File: config.mk
export PLATFORM = sky130hd
export DESIGN_NAME = lcd_init_sequencer
export DESIGN_NICKNAME = d
export VERILOG_FILES = /design/src/rtl/lcd_init_sequencer_pkg.sv /design/src/rtl/lcd_init_sequencer_write_timer.sv /design/src/rtl/lcd_init_sequencer.sv
export SDC_FILE = /design/constraint.sdc
export NUM_CORES = 1
export LEC_CHECK = 0
export CORE_MARGIN = 2
export CORE_UTILIZATION = 32
export CTS_BUF_LIST = sky130_fd_sc_hd__clkbuf_8
export CTS_CLUSTER_DIAMETER = 60
export DETAILED_ROUTE_END_ITERATION = 8
export GPL_TIMING_DRIVEN = 1
export SYNTH_ARGS = -nofsm -noshare
export SYNTH_HDL_FRONTEND = slang
export SYNTH_SLANG_ARGS = --single-unit
File: constraint.sdc
create_clock -name i_clk -period 4.15 [get_ports i_clk]
set_input_delay 1.245 -clock i_clk [delete_from_list [all_inputs] [get_ports i_clk]]
set_output_delay 1.245 -clock i_clk [all_outputs]
set_load 0.05 [all_outputs]
File: src/rtl/lcd_init_sequencer_pkg.sv
// Shared types and constants for the HD44780 8-bit write-only sequencer:
// FSM state encodings, the power-on init ROM and common command bytes.
package lcd_pkg;

    typedef enum logic [2:0] {
        PWR_WAIT,
        INIT_SETUP,
        INIT_PULSE,
        INIT_WAIT,
        IDLE,
        SETUP,
        PULSE,
        WAIT
    } state_t;

    // Phases of the shared write timer (power-up delay plus one write cycle)
    typedef enum logic [2:0] {
        PH_PWR,
        PH_IDLE,
        PH_SETUP,
        PH_PULSE,
        PH_WAIT
    } phase_t;

    localparam logic [7:0] LCD_CLEAR        = 8'h01;
    localparam logic [7:0] LCD_FUNC_8BIT_2L = 8'h38;
    localparam logic [7:0] LCD_DISP_ON      = 8'h0C;
    localparam logic [7:0] LCD_ENTRY_INC    = 8'h06;

    localparam int INIT_LEN   = 7;
    localparam int INIT_IDX_W = 3;

    // Entry 0 is the rightmost element
    localparam logic [INIT_LEN-1:0][7:0] INIT_BYTES = {
        LCD_ENTRY_INC, LCD_CLEAR, LCD_DISP_ON,
        LCD_FUNC_8BIT_2L, LCD_FUNC_8BIT_2L, LCD_FUNC_8BIT_2L, LCD_FUNC_8BIT_2L
    };

    // Long execution wait for the first three function-set writes and the clear
    localparam logic [INIT_LEN-1:0] INIT_LONG = 7'b010_0111;

    function automatic int max_of(input int a, input int b);
        return (a > b) ? a : b;
    endfunction

    // Clear (0x01) and home (0x02/0x03) need the long execution time
    function automatic logic is_long_cmd(input logic rs, input logic [7:0] data);
        return (!rs) && (data[7:2] == 6'd0);
    endfunction

endpackage

File: src/rtl/lcd_init_sequencer_write_timer.sv
// Shared write timer: owns the single down-counter and the LCD pin
// registers. Counts the power-up delay after reset, then runs one
// setup / E-pulse / execution-wait cycle per start strobe.
module lcd_write_timer
    import lcd_pkg::*;
#(
    parameter int POWERUP_CYC    = 1000000,
    parameter int SETUP_CYC      = 2,
    parameter int E_PULSE_CYC    = 12,
    parameter int SHORT_WAIT_CYC = 1250,
    parameter int LONG_WAIT_CYC  = 125000
) (
    input  logic       i_clk,
    input  logic       i_rst,
    input  logic       i_start,
    input  logic       i_rs,
    input  logic [7:0] i_data,
    input  logic       i_long,
    output logic       o_lcd_rs,
    output logic       o_lcd_e,
    output logic [7:0] o_lcd_data,
    output logic       o_setup_end,
    output logic       o_pulse_end,
    output logic       o_done
);

    localparam int MAXC = max_of(max_of(max_of(POWERUP_CYC, SETUP_CYC),
                                        max_of(E_PULSE_CYC, SHORT_WAIT_CYC)),
                                 LONG_WAIT_CYC);
    localparam int CW = $clog2(MAXC) + 1;

    localparam logic [CW-1:0] PWR_LAST = CW'(POWERUP_CYC - 1);
    localparam logic [CW-1:0] SETUP_LD = CW'(SETUP_CYC - 1);
    localparam logic [CW-1:0] PULSE_LD = CW'(E_PULSE_CYC - 1);
    localparam logic [CW-1:0] SHORT_LD = CW'(SHORT_WAIT_CYC - 1);
    localparam logic [CW-1:0] LONG_LD  = CW'(LONG_WAIT_CYC - 1);

    phase_t        r_phase;
    logic [CW-1:0] r_cnt;
    logic          r_long;
    logic          r_rs;
    logic          r_e;
    logic [7:0]    r_data;

    logic w_zero;
    logic w_pwr_end;
    logic w_accept;

    assign w_zero      = (r_cnt == '0);
    assign w_pwr_end   = (r_phase == PH_PWR) && (r_cnt == PWR_LAST);
    assign o_setup_end = (r_phase == PH_SETUP) && w_zero;
    assign o_pulse_end = (r_phase == PH_PULSE) && w_zero;
    assign o_done      = w_pwr_end || ((r_phase == PH_WAIT) && w_zero);
    // A start is taken when idle or on the last cycle of a wait, so chained
    // writes follow each other with no dead cycle
    assign w_accept    = i_start && ((r_phase == PH_IDLE) || o_done);

    assign o_lcd_rs   = r_rs;
    assign o_lcd_e    = r_e;
    assign o_lcd_data = r_data;

    // Phase sequencing and counter; power-up counts up from the reset value 0
    always_ff @(posedge i_clk or posedge i_rst) begin
        if (i_rst) begin
            r_phase <= PH_PWR;
            r_cnt   <= '0;
            r_long  <= 1'b0;
            r_rs    <= 1'b0;
            r_e     <= 1'b0;
            r_data  <= 8'h00;
        end else if (w_accept) begin
            r_phase <= PH_SETUP;
            r_cnt   <= SETUP_LD;
            r_rs    <= i_rs;
            r_data  <= i_data;
            r_long  <= i_long;
        end else begin
            case (r_phase)
                PH_PWR: begin
                    if (w_pwr_end) begin
                        r_phase <= PH_IDLE;
                        r_cnt   <= '0;
                    end else begin
                        r_cnt <= r_cnt + 1'b1;
                    end
                end
                PH_IDLE: ;
                PH_SETUP: begin
                    if (w_zero) begin
                        r_phase <= PH_PULSE;
                        r_e     <= 1'b1;
                        r_cnt   <= PULSE_LD;
                    end else begin
                        r_cnt <= r_cnt - 1'b1;
                    end
                end
                PH_PULSE: begin
                    if (w_zero) begin
                        r_phase <= PH_WAIT;
                        r_e     <= 1'b0;
                        r_cnt   <= r_long ? LONG_LD : SHORT_LD;
                    end else begin
                        r_cnt <= r_cnt - 1'b1;
                    end
                end
                PH_WAIT: begin
                    if (w_zero) begin
                        r_phase <= PH_IDLE;
                    end else begin
                        r_cnt <= r_cnt - 1'b1;
                    end
                end
                default: r_phase <= PH_IDLE;
            endcase
        end
    end

endmodule

File: src/rtl/lcd_init_sequencer.sv
// HD44780 8-bit write-only controller: runs the power-on init ROM, then
// accepts instruction/data bytes over valid/ready and drives RS/E/data.
// Optional build macro LCD_ESCAPE_EN: RS is taken from an in-band 0x00
// escape prefix instead of i_cmd_rs.
module lcd_init_sequencer
    import lcd_pkg::*;
#(
    parameter int POWERUP_CYC    = 1000000,
    parameter int SETUP_CYC      = 2,
    parameter int E_PULSE_CYC    = 12,
    parameter int SHORT_WAIT_CYC = 1250,
    parameter int LONG_WAIT_CYC  = 125000
) (
    input  logic       i_clk,
    input  logic       i_rst,
    input  logic       i_cmd_valid,
    input  logic       i_cmd_rs,
    input  logic [7:0] i_cmd_data,
    output logic       o_cmd_ready,
    output logic       o_init_done,
    output logic       o_lcd_rs,
    output logic       o_lcd_rw,
    output logic       o_lcd_e,
    output logic [7:0] o_lcd_data
);

    localparam logic [INIT_IDX_W-1:0] LAST_IDX = INIT_IDX_W'(INIT_LEN - 1);

    state_t                r_state;
    logic [INIT_IDX_W-1:0] r_idx;
    logic                  r_ready;
    logic                  r_init_done;

    logic                  w_accept;
    logic                  w_host_rs;
    logic                  w_host_skip;
    logic [INIT_IDX_W-1:0] w_next_idx;
    logic                  w_start;
    logic                  w_rs;
    logic [7:0]            w_data;
    logic                  w_long;
    logic                  w_setup_end;
    logic                  w_pulse_end;
    logic                  w_done;

    assign w_accept   = i_cmd_valid && r_ready;
    assign w_next_idx = r_idx + 1'b1;

`ifdef LCD_ESCAPE_EN
    logic r_esc;
    // A bare 0x00 only arms the escape; the byte after it is an instruction
    assign w_host_rs   = ~r_esc;
    assign w_host_skip = (i_cmd_data == 8'h00) && !r_esc;
`else
    assign w_host_rs   = i_cmd_rs;
    assign w_host_skip = 1'b0;
`endif

    // Select which byte (init ROM or host) is handed to the write timer
    always_comb begin
        w_start = 1'b0;
        w_rs    = 1'b0;
        w_data  = 8'h00;
        w_long  = 1'b0;
        case (r_state)
            PWR_WAIT: begin
                if (w_done) begin
                    w_start = 1'b1;
                    w_data  = INIT_BYTES[0];
                    w_long  = INIT_LONG[0];
                end
            end
            INIT_WAIT: begin
                if (w_done && (r_idx != LAST_IDX)) begin
                    w_start = 1'b1;
                    w_data  = INIT_BYTES[w_next_idx];
                    w_long  = INIT_LONG[w_next_idx];
                end
            end
            IDLE: begin
                if (w_accept && !w_host_skip) begin
                    w_start = 1'b1;
                    w_rs    = w_host_rs;
                    w_data  = i_cmd_data;
                    w_long  = is_long_cmd(w_host_rs, i_cmd_data);
                end
            end
            default: ;
        endcase
    end

    lcd_write_timer #(
        .POWERUP_CYC   (POWERUP_CYC),
        .SETUP_CYC     (SETUP_CYC),
        .E_PULSE_CYC   (E_PULSE_CYC),
        .SHORT_WAIT_CYC(SHORT_WAIT_CYC),
        .LONG_WAIT_CYC (LONG_WAIT_CYC)
    ) u_timer (
        .i_clk      (i_clk),
        .i_rst      (i_rst),
        .i_start    (w_start),
        .i_rs       (w_rs),
        .i_data     (w_data),
        .i_long     (w_long),
        .o_lcd_rs   (o_lcd_rs),
        .o_lcd_e    (o_lcd_e),
        .o_lcd_data (o_lcd_data),
        .o_setup_end(w_setup_end),
        .o_pulse_end(w_pulse_end),
        .o_done     (w_done)
    );

    // Main sequencer FSM: tracks timer phases, walks the ROM, owns handshake
    always_ff @(posedge i_clk or posedge i_rst) begin
        if (i_rst) begin
            r_state     <= PWR_WAIT;
            r_idx       <= '0;
            r_ready     <= 1'b0;
            r_init_done <= 1'b0;
`ifdef LCD_ESCAPE_EN
            r_esc       <= 1'b0;
`endif
        end else begin
            case (r_state)
                PWR_WAIT: begin
                    if (w_done) begin
                        r_state <= INIT_SETUP;
                        r_idx   <= '0;
                    end
                end
                INIT_SETUP: if (w_setup_end) r_state <= INIT_PULSE;
                INIT_PULSE: if (w_pulse_end) r_state <= INIT_WAIT;
                INIT_WAIT: begin
                    if (w_done) begin
                        if (r_idx == LAST_IDX) begin
                            r_state     <= IDLE;
                            r_init_done <= 1'b1;
                            r_ready     <= 1'b1;
                        end else begin
                            r_idx   <= w_next_idx;
                            r_state <= INIT_SETUP;
                        end
                    end
                end
                IDLE: begin
                    if (w_accept) begin
                        r_ready <= 1'b0;
                        if (!w_host_skip) begin
                            r_state <= SETUP;
                        end
`ifdef LCD_ESCAPE_EN
                        r_esc <= w_host_skip;
`endif
                    end else begin
                        r_ready <= 1'b1;
                    end
                end
                SETUP: if (w_setup_end) r_state <= PULSE;
                PULSE: if (w_pulse_end) r_state <= WAIT;
                WAIT: begin
                    if (w_done) begin
                        r_state <= IDLE;
                        r_ready <= 1'b1;
                    end
                end
                default: r_state <= PWR_WAIT;
            endcase
        end
    end

    assign o_cmd_ready = r_ready;
    assign o_init_done = r_init_done;
    assign o_lcd_rw    = 1'b0;

endmodule

## After elaboration in Yosys (flattened, before gate mapping)

Memory sizes are Yosys's and may differ from the RTL's.
Cells that the tools add are included.

| word-level totals | value |
|---|---|
| output and inout port bits | 13 |
| memories kept | 2 |
| memory bits (read-only) | 72 |
| memory bits (writable) | 0 |
| latch bits | 0 |
| bits in registers | 43 |
| input port bits | 12 |
| logic and storage cells | 125 |

Memories:

| memory | words | width | read ports | clocked after memory_dff | write ports | line | source |
|---|---|---|---|---|---|---|---|
| (no name shown) | 8 | 8 | 1 | 0 | 0 | lcd_init_sequencer.sv:76 | `w_data = INIT_BYTES[w_next_idx];` |
| (no name shown) | 8 | 1 | 1 | 0 | 0 | lcd_init_sequencer.sv:77 | `w_long = INIT_LONG[w_next_idx];` |

| operators by class | value |
|---|---|
| magnitude comparators | 1 |
| add/sub/neg operators | 3 |
| eq/ne operators | 32 |
| reductions and logical operators | 26 |
| bitwise logic cells | 1 |
| div/mod/pow operators | 0 |
| mux-type cells | 50 |
| multiply operators | 0 |
| shift operators | 0 |

Operators by type and width:

| operator | number |
|---|---|
| 2-to-1 mux 21 bit | 5 |
| case mux 21 bit (4 select lines) | 1 |
| 2-to-1 mux 3 bit | 17 |
| 2-to-1 mux 8 bit | 3 |
| case mux 3 bit (8 select lines) | 1 |
| case mux 8 bit (3 select lines) | 1 |
| adder 21 x 1 -> 21 bit (second input constant) | 1 |
| == test 21 x 20 -> 1 bit (second input constant) | 1 |
| logical NOT 21 bit | 1 |
| subtractor 21 x 1 -> 21 bit (second input constant) | 1 |
| != test 2 x 1 -> 1 bit (second input constant) | 10 |
| == test 3 bit (second input constant) | 6 |
| 2-to-1 mux 17 bit | 1 |
| case mux 3 bit (5 select lines) | 1 |
| 2-to-1 mux 1 bit | 14 |
| == test 3 x 2 -> 1 bit (second input constant) | 4 |
| != test 3 x 1 -> 1 bit (second input constant) | 4 |
| AND reduction 4 bit | 3 |
| case mux 1 bit (3 select lines) | 3 |
| logical AND 1 bit | 8 |
| AND reduction 8 bit | 1 |
| == test 3 x 1 -> 1 bit (second input constant) | 2 |
| logical NOT 3 bit | 2 |
| logical NOT 6 bit | 1 |
| 16 further kinds | 21 |

## Longest topological paths before layout

Gate-level depths: netlist of the first run.

| logic depth | value |
|---|---|
| depth after elaboration | 9 |
| mapped depth | 10 |

## Hierarchy

A second synthesis of the first run with hierarchy kept.

| unflattened totals | value |
|---|---|
| cell total of the unflattened synthesis | 437 |
| area total of the unflattened synthesis | 3636.0 µm² |

Modules (own cells, without submodules):

| module | cells each | seq. area each (µm²) | instances | area each (µm²) |
|---|---|---|---|---|
| lcd_write_timer | 361 | 875.8 | 1 | 2971.6 |
| lcd_init_sequencer | 76 | 200.2 | 1 | 664.4 |

## Least setup slack after synthesis of the first run

Ideal clock, no wire load.

| timing | value |
|---|---|
| kind | flip-flop to flip-flop |
| start | register u_timer.r_cnt[0] |
| end | register r_state[0] |
| setup slack | 1.282 ns |
| cell stages (with the launch flop) | 10 |
| data required time | 4.025 ns |
| arrival | 2.743 ns |
| buffers on the path | 1 |
| cells stage by stage | dfrtp_1 > inv_1 > ha_1 > or4b_2 > or4_1 > o22a_1 > buf_6 > nor2b_1 > a311o_1 > mux2_4 |

| on the way | value |
|---|---|
| cells in the longest elaborated chain, start to end | 5 |
| elaborated cells between the ends (all ways) | 15 |

Ends and longest elaborated chain:

| element | line | source |
|---|---|---|
| start: declaration | lcd_init_sequencer_write_timer.sv:39 | `logic [CW-1:0] r_cnt;` |
| start signal: assignment | lcd_init_sequencer_write_timer.sv:84 | `r_cnt <= r_cnt + 1'b1;` |
| start signal: assignment | lcd_init_sequencer_write_timer.sv:94 | `r_cnt <= r_cnt - 1'b1;` |
| start signal: assignment | lcd_init_sequencer_write_timer.sv:101 | `r_cnt <= r_long ? LONG_LD : SHORT_LD;` |
| == test 21 x 20 -> 1 bit or logical NOT 21 bit (tied branches) | lcd_init_sequencer_write_timer.sv:50, lcd_init_sequencer_write_timer.sv:49 |  |
| logical AND 1 bit, on equally long branches | lcd_init_sequencer_write_timer.sv:50, lcd_init_sequencer_write_timer.sv:53 |  |
| logical OR 1 bit | lcd_init_sequencer_write_timer.sv:53 | `assign o_done = w_pwr_end \|\| ((r_phase == PH_WAIT) && w_zero);` |
| != test 2 x 1 -> 1 bit (no source line) | -- |  |
| AND reduction 8 bit (no source line) * | -- |  |
| end signal: assignment | lcd_init_sequencer.sv:116 | `r_state <= PWR_WAIT;` |
| end signal: assignment | lcd_init_sequencer.sv:127 | `r_state <= INIT_SETUP;` |
| end signal: assignment | lcd_init_sequencer.sv:131 | `INIT_SETUP: if (w_setup_end) r_state <= INIT_PULSE;` |
| end: declaration | lcd_init_sequencer.sv:29 | `state_t r_state;` |

Mark *: on every way between the ends. The rest lies on a longest branch, timed or not.
A chain may end at the register's enable or synchronous reset.

## Final worst setup path of the first run

| timing | value |
|---|---|
| start | register u_timer.r_cnt[0] |
| end | register u_timer.r_long |

| on the way | value |
|---|---|
| cells in the longest elaborated chain, start to end | 7 |
| elaborated cells between the ends (all ways) | 13 |

Ends and longest elaborated chain:

| element | line | source |
|---|---|---|
| == test 21 x 20 -> 1 bit or logical NOT 21 bit (tied branches) | lcd_init_sequencer_write_timer.sv:50, lcd_init_sequencer_write_timer.sv:49 |  |
| logical AND 1 bit, on equally long branches | lcd_init_sequencer_write_timer.sv:50, lcd_init_sequencer_write_timer.sv:53 |  |
| logical OR 1 bit * | lcd_init_sequencer_write_timer.sv:53 |  |
| logical AND 1 bit | lcd_init_sequencer.sv:74 | `if (w_done && (r_idx != LAST_IDX)) begin` |
| 2-to-1 mux 1 bit | lcd_init_sequencer.sv:74 |  |
| case mux 1 bit (3 select lines) | lcd_init_sequencer.sv:65 | `case (r_state)` |
| logical AND 1 bit | lcd_init_sequencer_write_timer.sv:56 | `assign w_accept = i_start && ((r_phase == PH_IDLE) \|\| o_done);` |
| end signal: assignment | lcd_init_sequencer_write_timer.sv:76 | `r_long <= i_long;` |
| end: declaration | lcd_init_sequencer_write_timer.sv:40 | `logic r_long;` |

Marked as above.

==> results of run 1 <==
[stage by stage]
step	utilization, %	area (sq um)	setup slack, ns
2_1_floorplan	-	3360	1.28
4_1_cts	37.0	3810	0.668
3_5_place_dp	36.1	3710	0.698
6_report	37.0	3810	0.658
5_1_grt	37.0	3810	0.423
3_3_place_gp	36.1	3710	0.782
[logic make-up (layout without fill, tap and decap cells)]
| logic type | after synthesis | count (layout) | synth area share [%] |
|---|---|---|---|
| simple gates | 167 | 167 | 25.4 |
| mux | 12 | 12 | 4.17 |
| compound gates | 127 | 127 | 25.2 |
| buf+inv | 45 | 58 | 5.85 |
| fa+ha+maj | 11 | 11 | 4.10 |
| xor+xnor | 12 | 12 | 3.13 |
| other cells | 1 | 1 | 0.112 |
| flops | 43 | 43 | 32.0 |
[worst reg2reg max path, cell delays in order, from the launching register on]
cell and delay [ns]:
sky130_fd_sc_hd__dfrtp_1 0.46, sky130_fd_sc_hd__inv_1 0.13, sky130_fd_sc_hd__ha_1 0.22, sky130_fd_sc_hd__or4b_2 0.58, sky130_fd_sc_hd__or4_1 0.41, sky130_fd_sc_hd__o22a_1 0.34, sky130_fd_sc_hd__o21ai_0 0.22, sky130_fd_sc_hd__o21a_1 0.43
sky130_fd_sc_hd__buf_4 0.26, sky130_fd_sc_hd__mux2_2 0.34
[metal layers]
layer	GRT usage (%)	up-vias
li1	-	1585
met1	23.7	1543
met2	27.8	148
met3	3.37	24
met4	7.42	0
met5	0	-
[placed cells by master (no fill, tap or decap), types with 9 or more instances in the layout]
cell type	instances
sky130_fd_sc_hd__nor2_1	33
sky130_fd_sc_hd__clkdlybuf4s50_1	23
sky130_fd_sc_hd__ha_1	11
sky130_fd_sc_hd__nand3_1	20
sky130_fd_sc_hd__inv_1	15
sky130_fd_sc_hd__xnor2_1	9
sky130_fd_sc_hd__o21ai_0	29
sky130_fd_sc_hd__nor3_1	23
sky130_fd_sc_hd__nand4_1	12
sky130_fd_sc_hd__a21oi_1	30
sky130_fd_sc_hd__buf_4	11
sky130_fd_sc_hd__nor4_1	10
sky130_fd_sc_hd__dfrtp_1	43
sky130_fd_sc_hd__nand2_1	36
[flip-flops by register name, summed over array words and instances, names as in the netlist]
name                flops
o_cmd_ready             1
u_timer.o_lcd_e         1
u_timer.o_lcd_rs        1
u_timer.o_lcd_data      8
u_timer.r_phase         3
u_timer.r_long          1
o_init_done             1
u_timer.r_cnt          21
r_state                 3
r_idx                   3
[power groups by stage]
stage | sequential [mW] | clock (mW) | combinational (mW)
3_5_place_dp | 0.427 | 0 | 0.0242
3_3_place_gp | 0.427 | 0 | 0.0240
2_1_floorplan | 0.427 | 0 | 0.00967
6_report | 0.419 | 0.309 | 0.0233
5_1_grt | 0.419 | 0.334 | 0.0264
4_1_cts | 0.419 | 0.311 | 0.0242
[cell type report]
class | instances | share of cell area, %
clock buffers | 6 | 2.17
flip-flops and latches | 43 | 28.3
well taps | 136 | 4.47
clock inverters | 2 | 0.427
multi-input cells | 330 | 54.9
inverters | 16 | 1.58
repair buffers | 34 | 8.22
[worst min-delay path by stage]
| stage | start | to | slack (ns) | cells past startpoint |
|---|---|---|---|---|
| 2_1_floorplan | u_timer.r_long | u_timer.r_long | 0.50 | 1 |
| 3_3_place_gp | u_timer.o_lcd_rs | u_timer.o_lcd_rs | 0.49 | 1 |
| 3_5_place_dp | o_init_done | o_init_done | 0.48 | 1 |
| 4_1_cts | o_init_done | o_init_done | 0.51 | 1 |
| 5_1_grt | o_init_done | o_init_done | 0.54 | 1 |
| 6_report | o_init_done | o_init_done | 0.51 | 1 |
==> run_results.csv, run 1 <==
group,metric,value,unit
cts,clk-insertion-delay-late,0.31,ns
floorplanning,io_pins,25,
power_and_ir_drop,seqPwrFrac,55.8,%
critical_path,cp_slowest_stage_delay,0.58,ns
power_and_ir_drop,power.clock.fraction,41.1,%
routing,detail_route.first_pass.iterations,5,
routing,initialDrtViolationCount,291,
cts,cts.htree.levels,2,
timing,achievable-frequency,286,MHz
finish,final-seq-area,1080,sq um
logic_synthesis,avgSynthCellArea,8.04,sq um
cts,max-clock-path-buffers,2,
timing,worst-slew-pin-transition,0.950,ns
timing,layout_min_cycle_time,3.49,ns
logic_synthesis,yosys_warnings,0,
logic_synthesis,mappedNetlistArea,3360,sq um
hold_path,min-delay-path-class,"reg -> reg",
floorplanning,die_x,106,microns
power_and_ir_drop,share_comb_of_total_power,3.1,%
critical_path,reg2reg_depth,9,
placed_design,hpwl,6960,microns
logic_synthesis,synthesis.nets,441,
timing,hold_violations,0,
logic_synthesis,synth.top_cells.by_count,"sky130_fd_sc_hd__dfrtp_1 (43), sky130_fd_sc_hd__nand2_1 (36), sky130_fd_sc_hd__nor2_1 (33), sky130_fd_sc_hd__a21oi_1 (30), sky130_fd_sc_hd__o21ai_0 (29)",
cts,clkSlewWorstSetupHoldPaths,0.09,ns
cts,clock_tree_from_tritoncts,"done",
logic_synthesis,synth.largest_area_cell,"sky130_fd_sc_hd__dfrtp_1",
timing,timing.final.crit_share,84.1,%
power_and_ir_drop,total_power,751,uW
critical_path,r2r_end,"u_timer.r_long",
cts,postCtsResizedCells,0,
floorplanning,core.rowCount,37,
flow_run,maxCapViolCount,0,
finish,n_fill_cell,1086,
finish,layout.nets,453,
finish,flow.area_growth_from_synthesis,13.3,%
power_and_ir_drop,power_per_cell_area,197,nW/um^2
cts,clock_root_buffer_master,"sky130_fd_sc_hd__clkbuf_8",
floorplanning,floorplan.initialDensity,32.7,%
global_routing,first_global_vias,3259,
critical_path,worst_r2r_startpoint,"u_timer.r_cnt[0]",
routing,detail_route.drc_violations,0,
logic_synthesis,synth-seq-cells,43,
floorplanning,die_height,106,microns
routing,highest-signal-layer,"met4",
placed_design,routabilityCongestion,0.948,
run_status,result_of_the_run,"complete, no violations",
timing,rsz0062_at_grt,"false",
timing,whs,0.506,ns
placed_design,dpl.cell_count,559,
routing,route.layer.met1.wl,4260,microns
global_routing,grt_antenna_before_repair,0,
finish,diodes,0,
critical_path,criticalPathCategory,"reg -> reg",
finish,post_route_cells_drive_above_1_share,9.28,%
finish,filler_free_cell_count_of_the_finished_design,567,
timing,timing.final.max_slew_violations,0,
power_and_ir_drop,power.internal,565,uW
cts,cts_post_setup_buffers_inserted,0,
cts,cts.hold.buffers_added,0,
routing,wl_per_cell,16.9,microns
critical_path,path_delay_family,"simple AND/OR/NAND/NOR gates",
routing,route.vias.total,3300,
logic_synthesis,yosys-top-cells-area,"sky130_fd_sc_hd__dfrtp_1 (32%), sky130_fd_sc_hd__a21oi_1 (4.5%), sky130_fd_sc_hd__o21ai_0 (4.3%)",
global_routing,grt.total_usage,17.7,%
floorplanning,dieArea,11300,sq um
global_routing,global_route.overflow_total,0,
critical_path,startpoint_type,"register",
critical_path,cp_data_arrival_time,3.70,ns
routing,postRouteAntennaNets,0,
critical_path,path_cells,"inv_1, ha_1, or4b_2, or4_1, o22a_1, o21ai_0, o21a_1, buf_4, mux2_2",
critical_path,slowest_stage,"sky130_fd_sc_hd__or4b_2",
critical_path,timing.critical_path.fanout_max,12,
routing,met3_wirelength,716,microns
logic_synthesis,most_frequent_cell_after_synthesis,"sky130_fd_sc_hd__dfrtp_1",
routing,totalWireLength,9570,microns
finish,multi_input_comb_area,2090,sq um
power_and_ir_drop,net-switching-power,186,uW
logic_synthesis,yosysSeqAreaShare,32.0,%
power_and_ir_drop,total_leakage_power,1.39,nW
timing,worst_slew_slack_as_a_fraction_of_its_limit,36.5,%
cts,tritoncts.num_buffers,5,
routing,routed-wl-met2,4340,microns
global_routing,grt_pass1_wl,16300,microns
critical_path,reg2reg_slack,0.66,ns
floorplanning,core_footprint,10300,sq um
critical_path,crit_path_end,"u_timer.r_long",
critical_path,worstSetupEndpointType,"register",
logic_synthesis,syn_inst,418,
power_and_ir_drop,irDropWorstVdd,0.000129,V
logic_synthesis,post_synth_edffs,0,
cts,clock_sink_count,43,
timing,setup_viol_count_final,0,
routing,vias_per_cell,5.82,
critical_path,crit_start,"u_timer.r_cnt[0]",
logic_synthesis,async_flop_share,100,%
critical_path,critical_path_cell_count,9,
logic_synthesis,netlist.area_leader.share,32.0,%
timing,fin_worst_skew,0.00339,ns
critical_path,critPathBufInv,2,
logic_synthesis,synth_flop_cell,"sky130_fd_sc_hd__dfrtp_1",
placed_design,place.port_buffers,23,
logic_synthesis,post_synth_num_cell_types,63,
global_routing,grt_max_degree,44,
critical_path,required,4.35,ns
power_and_ir_drop,switching_share,24.8,%
timing,setup_tns,0,ns
No activity file was read; power rests on OpenSTA's default activity.
==> run 2, diff against run 1 <==
==> constraint.sdc (replaced) <==
create_clock -name i_clk -period 3.4 [get_ports i_clk]
set_input_delay 1.02 -clock i_clk [delete_from_list [all_inputs] [get_ports i_clk]]
set_output_delay 1.02 -clock i_clk [all_outputs]
set_load 0.05 [all_outputs]
==> run_results.csv, run 2 (same netlist as run 1, synthesis figures left out) <==
group,metric,value,unit
run_status,result_of_the_run,"complete, no violations",
power_and_ir_drop,total_leakage_power,1.49,nW
finish,multi_input_comb_area,2090,sq um
critical_path,path_cells,"inv_1, ha_1, or4b_2, or4_1, o22a_1, buf_4, nor2b_1, a311o_1, mux2_4",
finish,final-seq-area,1080,sq um
global_routing,grt.total_usage,18.7,%
floorplanning,io_pins,25,
critical_path,cp_data_arrival_time,3.32,ns
critical_path,path_delay_family,"simple AND/OR/NAND/NOR gates",
timing,timing.final.crit_share,91.7,%
finish,layout_commonest_cell,"sky130_fd_sc_hd__dfrtp_1",
critical_path,slowest_stage,"sky130_fd_sc_hd__or4b_2",
timing,worst-slew-pin-transition,0.859,ns
global_routing,global_route.overflow_total,0,
cts,clock_sink_count,43,
finish,final_core_util,38.4,%
floorplanning,die_x,106,microns
global_routing,first_global_vias,3291,
critical_path,startpoint_type,"register",
routing,wl_per_cell,17.4,microns
timing,hold_violations,0,
cts,clkSlewWorstSetupHoldPaths,0.09,ns
cts,clock_root_buffer_master,"sky130_fd_sc_hd__clkbuf_8",
global_routing,grt_pass1_wl,17000,microns
critical_path,critPathBufInv,2,
finish,largest_reg_flops,21,
critical_path,worstSetupEndpointType,"register",
timing,worst_slew_slack_as_a_fraction_of_its_limit,42.4,%
timing,fin_worst_skew,0.00749,ns
routing,detail_route.first_pass.iterations,8,
cts,max-clock-path-buffers,2,
finish,n_fill_cell,1070,
routing,detail_route.drc_violations,0,
power_and_ir_drop,power_per_cell_area,250,nW/um^2
cts,clock_tree_from_tritoncts,"done",
routing,postRouteAntennaNets,0,
floorplanning,core_footprint,10300,sq um
floorplanning,floorplan.initialDensity,32.7,%
placed_design,routabilityCongestion,0.891,
routing,route.vias.total,3396,
critical_path,criticalPathCategory,"reg -> reg",
floorplanning,core.rowCount,37,
finish,top_reg_by_flops,"u_timer.r_cnt",
placed_design,place.port_buffers,23,
floorplanning,dieArea,11300,sq um
placed_design,hpwl,7520,microns
global_routing,grt_antenna_before_repair,0,
timing,timing.final.max_slew_violations,0,
timing,rsz0062_at_grt,"false",
finish,leading_cell_types_in_the_layout_fill_and_taps_excluded,"sky130_fd_sc_hd__dfrtp_1 (43), sky130_fd_sc_hd__nand2_1 (36), sky130_fd_sc_hd__nor2_1 (33), sky130_fd_sc_hd__a21oi_1 (30), sky130_fd_sc_hd__o21ai_0 (29)",
global_routing,grt_max_degree,22,
critical_path,cp_slowest_stage_delay,0.59,ns
floorplanning,die_height,106,microns
cts,cts.htree.levels,2,
timing,setup_viol_count_final,0,
power_and_ir_drop,irDropWorstVdd,0.000155,V
critical_path,timing.critical_path.fanout_max,10,
routing,initialDrtViolationCount,329,
flow_run,maxCapViolCount,0,
finish,filler_free_cell_count_of_the_finished_design,583,
finish,diodes,0,
routing,vias_per_cell,5.83,
finish,flow.area_growth_from_synthesis,17.5,%
routing,totalWireLength,10100,microns
cts,cts_post_setup_buffers_inserted,0,
critical_path,required,3.60,ns
finish,post_route_cells_drive_above_1_share,12.8,%
timing,setup_tns,0,ns
cts,tritoncts.num_buffers,5,
timing,achievable-frequency,321,MHz
placed_design,dpl.cell_count,575,
timing,layout_min_cycle_time,3.12,ns
finish,layout.nets,469,
cts,clk-insertion-delay-late,0.31,ns
hold_path,min-delay-path-class,"reg -> reg",
==> run 2: layout make-up <==
cell class / count / area share, %
Timing Repair Buffer: 50 / 11.0
Multi-Input combinational cell: 330 / 52.9
Sequential cell: 43 / 27.2
Clock buffer: 6 / 2.09
Tap cell: 136 / 4.31
Clock inverter: 2 / 0.982
Inverter: 16 / 1.52
==> run 2: timing repair <==
| item | in CTS | in global routing |
|---|---|---|
| endpoints found under the setup margin | 0 | 12 |
| hold buffers | 0 | 0 |
| gates resized for setup | 0 | 1 |
==> run 2: stage by stage <==
stage	worst slack (ns)	power (mW)	instance area [sq um]	hold slack, ns
3_5_place_dp	0.191	0.552	3830	0.475
6_report	0.281	0.987	3950	0.495
4_1_cts	0.176	0.995	3950	0.503
5_1_grt	0.138	1.02	3950	0.534
2_1_floorplan	0.532	0.533	3360	0.505
3_3_place_gp	0.351	0.552	3830	0.488
==> run 2: layer usage <==
metal	vias to the layer above	GRT usage (%)	routed length (microns)
li1	1617	-	-
met1	1623	24.6	4420
met2	138	30.4	4730
met3	18	4.90	846
met4	0	5.29	142
met5	-	0	0
==> run 2: final timing paths <==
kind / cells past startpoint / endpoint / slack [ns] / start
hold / removal: 1 / o_init_done / 0.49 / o_init_done
setup reg to reg: 9 / r_state[0] / 0.28 / u_timer.r_cnt[0]
hold reg to reg: 1 / o_init_done / 0.49 / o_init_done
setup / recovery: 9 / r_state[0] / 0.28 / u_timer.r_cnt[0]
min in group asynchronous: 2 / u_timer.o_lcd_data[5] / 0.89 / i_rst
max in group asynchronous: 3 / u_timer.r_cnt[4] / 2.01 / i_rst
==> run 2: report_power, final <==
part	internal, mW	leakage (nW)	switching, mW
clock	0.242	0.0618	0.203
combinational	0.0133	0.934	0.0170
sequential	0.511	0.491	0
total	0.766	1.49	0.220
==> run 3, diff against run 2 <==
--- a/config.mk
+++ b/config.mk
@@ -5,6 +5,7 @@
 export SDC_FILE = /design/constraint.sdc
 export NUM_CORES = 1
 export LEC_CHECK = 0
+export ABC_AREA = 1
 export CORE_MARGIN = 2
 export CORE_UTILIZATION = 32
 export CTS_BUF_LIST = sky130_fd_sc_hd__clkbuf_8
==> run_results.csv, run 3 <==
group,metric,value,unit
floorplanning,io_pins,25,
run_status,result_of_the_run,"complete, no violations",
logic_synthesis,synthesis.nets,622,
timing,hold_violations,0,
flow_run,maxCapViolCount,0,
cts,clock_root_buffer_master,"sky130_fd_sc_hd__clkbuf_8",
global_routing,grt_pass1_wl,17300,microns
timing,timing.final.max_slew_violations,0,
logic_synthesis,synth-xor-area-share,5.07,%
logic_synthesis,yosysSeqAreaShare,28.3,%
finish,layout.nets,636,
cts,cts.htree.levels,2,
floorplanning,floorplan.initialDensity,33.0,%
logic_synthesis,yosys-top-cells-area,"sky130_fd_sc_hd__dfrtp_1 (28%), sky130_fd_sc_hd__nand2_1 (21%), sky130_fd_sc_hd__nor2_1 (8.5%)",
critical_path,worstSetupEndpointType,"register",
timing,setup_tns,0,ns
finish,filler_free_cell_count_of_the_finished_design,757,
hold_path,min-delay-path-class,"reg -> reg",
routing,detail_route.first_pass.iterations,5,
logic_synthesis,netlist.area_leader.share,28.3,%
logic_synthesis,syn_inst,599,
floorplanning,die_height,113,microns
floorplanning,dieArea,12800,sq um
critical_path,startpoint_type,"register",
cts,clock_tree_from_tritoncts,"done",
logic_synthesis,yosys_warnings,0,
critical_path,timing.critical_path.fanout_max,29,
power_and_ir_drop,total_leakage_power,2.10,nW
cts,clk-insertion-delay-late,0.31,ns
timing,rsz0062_at_grt,"false",
critical_path,required,3.61,ns
logic_synthesis,synth.top_cells.by_count,"sky130_fd_sc_hd__nand2_1 (208), sky130_fd_sc_hd__nor2_1 (86), sky130_fd_sc_hd__inv_1 (56), sky130_fd_sc_hd__dfrtp_1 (43), sky130_fd_sc_hd__nand3_1 (39)",
timing,fin_worst_skew,0.00844,ns
routing,route.vias.total,3664,
timing,worst_slew_slack_as_a_fraction_of_its_limit,59.0,%
logic_synthesis,async_flop_share,100,%
logic_synthesis,synth-seq-cells,43,
finish,layout_commonest_cell,"sky130_fd_sc_hd__nand2_1",
timing,layout_min_cycle_time,2.64,ns
logic_synthesis,yosys.area_share.simple,45.9,%
finish,leading_cell_types_in_the_layout_fill_and_taps_excluded,"sky130_fd_sc_hd__nand2_1 (208), sky130_fd_sc_hd__nor2_1 (86), sky130_fd_sc_hd__inv_1 (55), sky130_fd_sc_hd__dfrtp_1 (43), sky130_fd_sc_hd__nand3_1 (39)",
cts,cts.hold.buffers_added,0,
finish,post_route_cells_drive_above_1_share,8.96,%
cts,cts_post_setup_buffers_inserted,0,
floorplanning,die_x,113,microns
cts,clkSlewWorstSetupHoldPaths,0.10,ns
global_routing,global_route.overflow_total,0,
finish,diodes,0,
logic_synthesis,synth.largest_area_cell,"sky130_fd_sc_hd__dfrtp_1",
logic_synthesis,most_frequent_cell_after_synthesis,"sky130_fd_sc_hd__nand2_1",
logic_synthesis,avgSynthCellArea,6.34,sq um
power_and_ir_drop,power_per_cell_area,233,nW/um^2
power_and_ir_drop,irDropWorstVdd,0.000130,V
timing,worst-slew-pin-transition,0.612,ns
routing,postRouteAntennaNets,0,
floorplanning,core.rowCount,39,
global_routing,grt.total_usage,16.5,%
routing,wl_per_cell,13.2,microns
timing,achievable-frequency,378,MHz
cts,clock_sink_count,43,
routing,detail_route.drc_violations,0,
logic_synthesis,area_fraction_in_compound_gates_after_synthesis,6.62,%
routing,vias_per_cell,4.84,
timing,timing.final.crit_share,77.8,%
cts,tritoncts.num_buffers,5,
finish,flow.area_growth_from_synthesis,10.7,%
logic_synthesis,synth_flop_cell,"sky130_fd_sc_hd__dfrtp_1",
placed_design,place.port_buffers,23,
logic_synthesis,post_synth_edffs,0,
cts,max-clock-path-buffers,2,
logic_synthesis,post_synth_num_cell_types,37,
global_routing,grt_max_degree,44,
global_routing,grt_antenna_before_repair,0,
routing,totalWireLength,9980,microns
logic_synthesis,mappedNetlistArea,3800,sq um
cts,postCtsResizedCells,0,
routing,initialDrtViolationCount,193,
critical_path,cp_data_arrival_time,2.86,ns
placed_design,dpl.cell_count,749,
logic_synthesis,post_synth_fa_ha_maj_area_fraction,3.62,%
finish,top_reg_by_flops,"u_timer.r_cnt",
placed_design,routabilityCongestion,0.907,
logic_synthesis,yosys-mux-area-fraction,0,%
critical_path,criticalPathCategory,"reg -> reg",
global_routing,first_global_vias,3587,
placed_design,hpwl,7470,microns
logic_synthesis,synth_top_family_by_area,"simple AND/OR/NAND/NOR gates",
floorplanning,core_footprint,11500,sq um
finish,largest_reg_flops,21,
timing,setup_viol_count_final,0,
## run 3: cell types whose count changed in the layout (fill, tap and decap cells not counted), moves of 11 or more
cell,change
sky130_fd_sc_hd__xor2_1,+19
sky130_fd_sc_hd__nor2_1,+53
sky130_fd_sc_hd__inv_1,+40
sky130_fd_sc_hd__buf_4,-23
sky130_fd_sc_hd__nand3_1,+19
sky130_fd_sc_hd__nor3_1,-11
sky130_fd_sc_hd__a21oi_1,-26
sky130_fd_sc_hd__nand2_1,+172
## run 3: cell type report
cell class | count | area (sq um)
sequential | 43 | 1080
clock inverter | 3 | 47.5
multi-input combinational | 471 | 2330
clock buffer | 5 | 68.8
tap | 143 | 179
timing repair buffer | 27 | 260
fill | 1263 | 7310
inverter | 65 | 244
## run 3: worst paths after layout
check	cells after the start	from	to	slack, ns
setup / recovery	11	u_timer.r_cnt[0]	u_timer.o_lcd_data[7]	0.76
hold / removal	2	u_timer.o_lcd_e	u_timer.o_lcd_e	0.49
setup reg to reg	11	u_timer.r_cnt[0]	u_timer.o_lcd_data[7]	0.76
hold reg to reg	2	u_timer.o_lcd_e	u_timer.o_lcd_e	0.49
max in group asynchronous	3	i_rst	u_timer.o_lcd_data[3]	1.86
min in group asynchronous	3	i_rst	u_timer.r_cnt[15]	1.16
## run 3: critical path, cell delays in order (launching register included)
cell and delay (ns):
sky130_fd_sc_hd__dfrtp_1 0.48, sky130_fd_sc_hd__ha_1 0.26, sky130_fd_sc_hd__nand3_4 0.12, sky130_fd_sc_hd__inv_2 0.12
sky130_fd_sc_hd__nand2_1 0.09, sky130_fd_sc_hd__nor2_4 0.12, sky130_fd_sc_hd__nand3_4 0.15, sky130_fd_sc_hd__nand2_2 0.24
sky130_fd_sc_hd__o21ai_1 0.17, sky130_fd_sc_hd__nand2_1 0.10, sky130_fd_sc_hd__nand2_2 0.36, sky130_fd_sc_hd__o21ai_0 0.31
## run 3: report_power, final
group / total, mW / internal, mW / switching [mW]
logic: 0.0285 / 0.0124 / 0.0161
registers: 0.511 / 0.511 / 0
clock network: 0.440 / 0.223 / 0.217
## run 3: routing by layer
| metal | wire, microns | up-vias | global-route usage (%) |
|---|---|---|---|
| met5 | 0 | - | 0 |
| met1 | 4680 | 1676 | 21.8 |
| met3 | 449 | 10 | 2.46 |
| li1 | - | 1896 | - |
| met4 | 116 | 0 | 4.23 |
| met2 | 4730 | 82 | 28.5 |
## run 3: logic make-up (layout without fill, tap and decap cells)
group           after synthesis  after routing
fa+ha+maj                    11             11
other cells                   1              1
compound gates               44             44
flops                        43             43
buf+inv                      85            100
xor+xnor                     22             22
simple gates                393            393
## run 3: per-stage QoR
stage / util, % / hold slack [ns] / area [sq um] / setup WS [ns] / power (mW)
floorplan: - / 0.484 / 3800 / 1.19 / 0.533
global placement: 35.5 / 0.467 / 4090 / 0.682 / 0.551
detailed placement: 35.5 / 0.465 / 4090 / 0.604 / 0.551
CTS: 36.5 / 0.495 / 4210 / 0.710 / 1.00
global route: 36.5 / 0.530 / 4210 / 0.427 / 1.03
finish: 36.5 / 0.487 / 4210 / 0.755 / 0.980
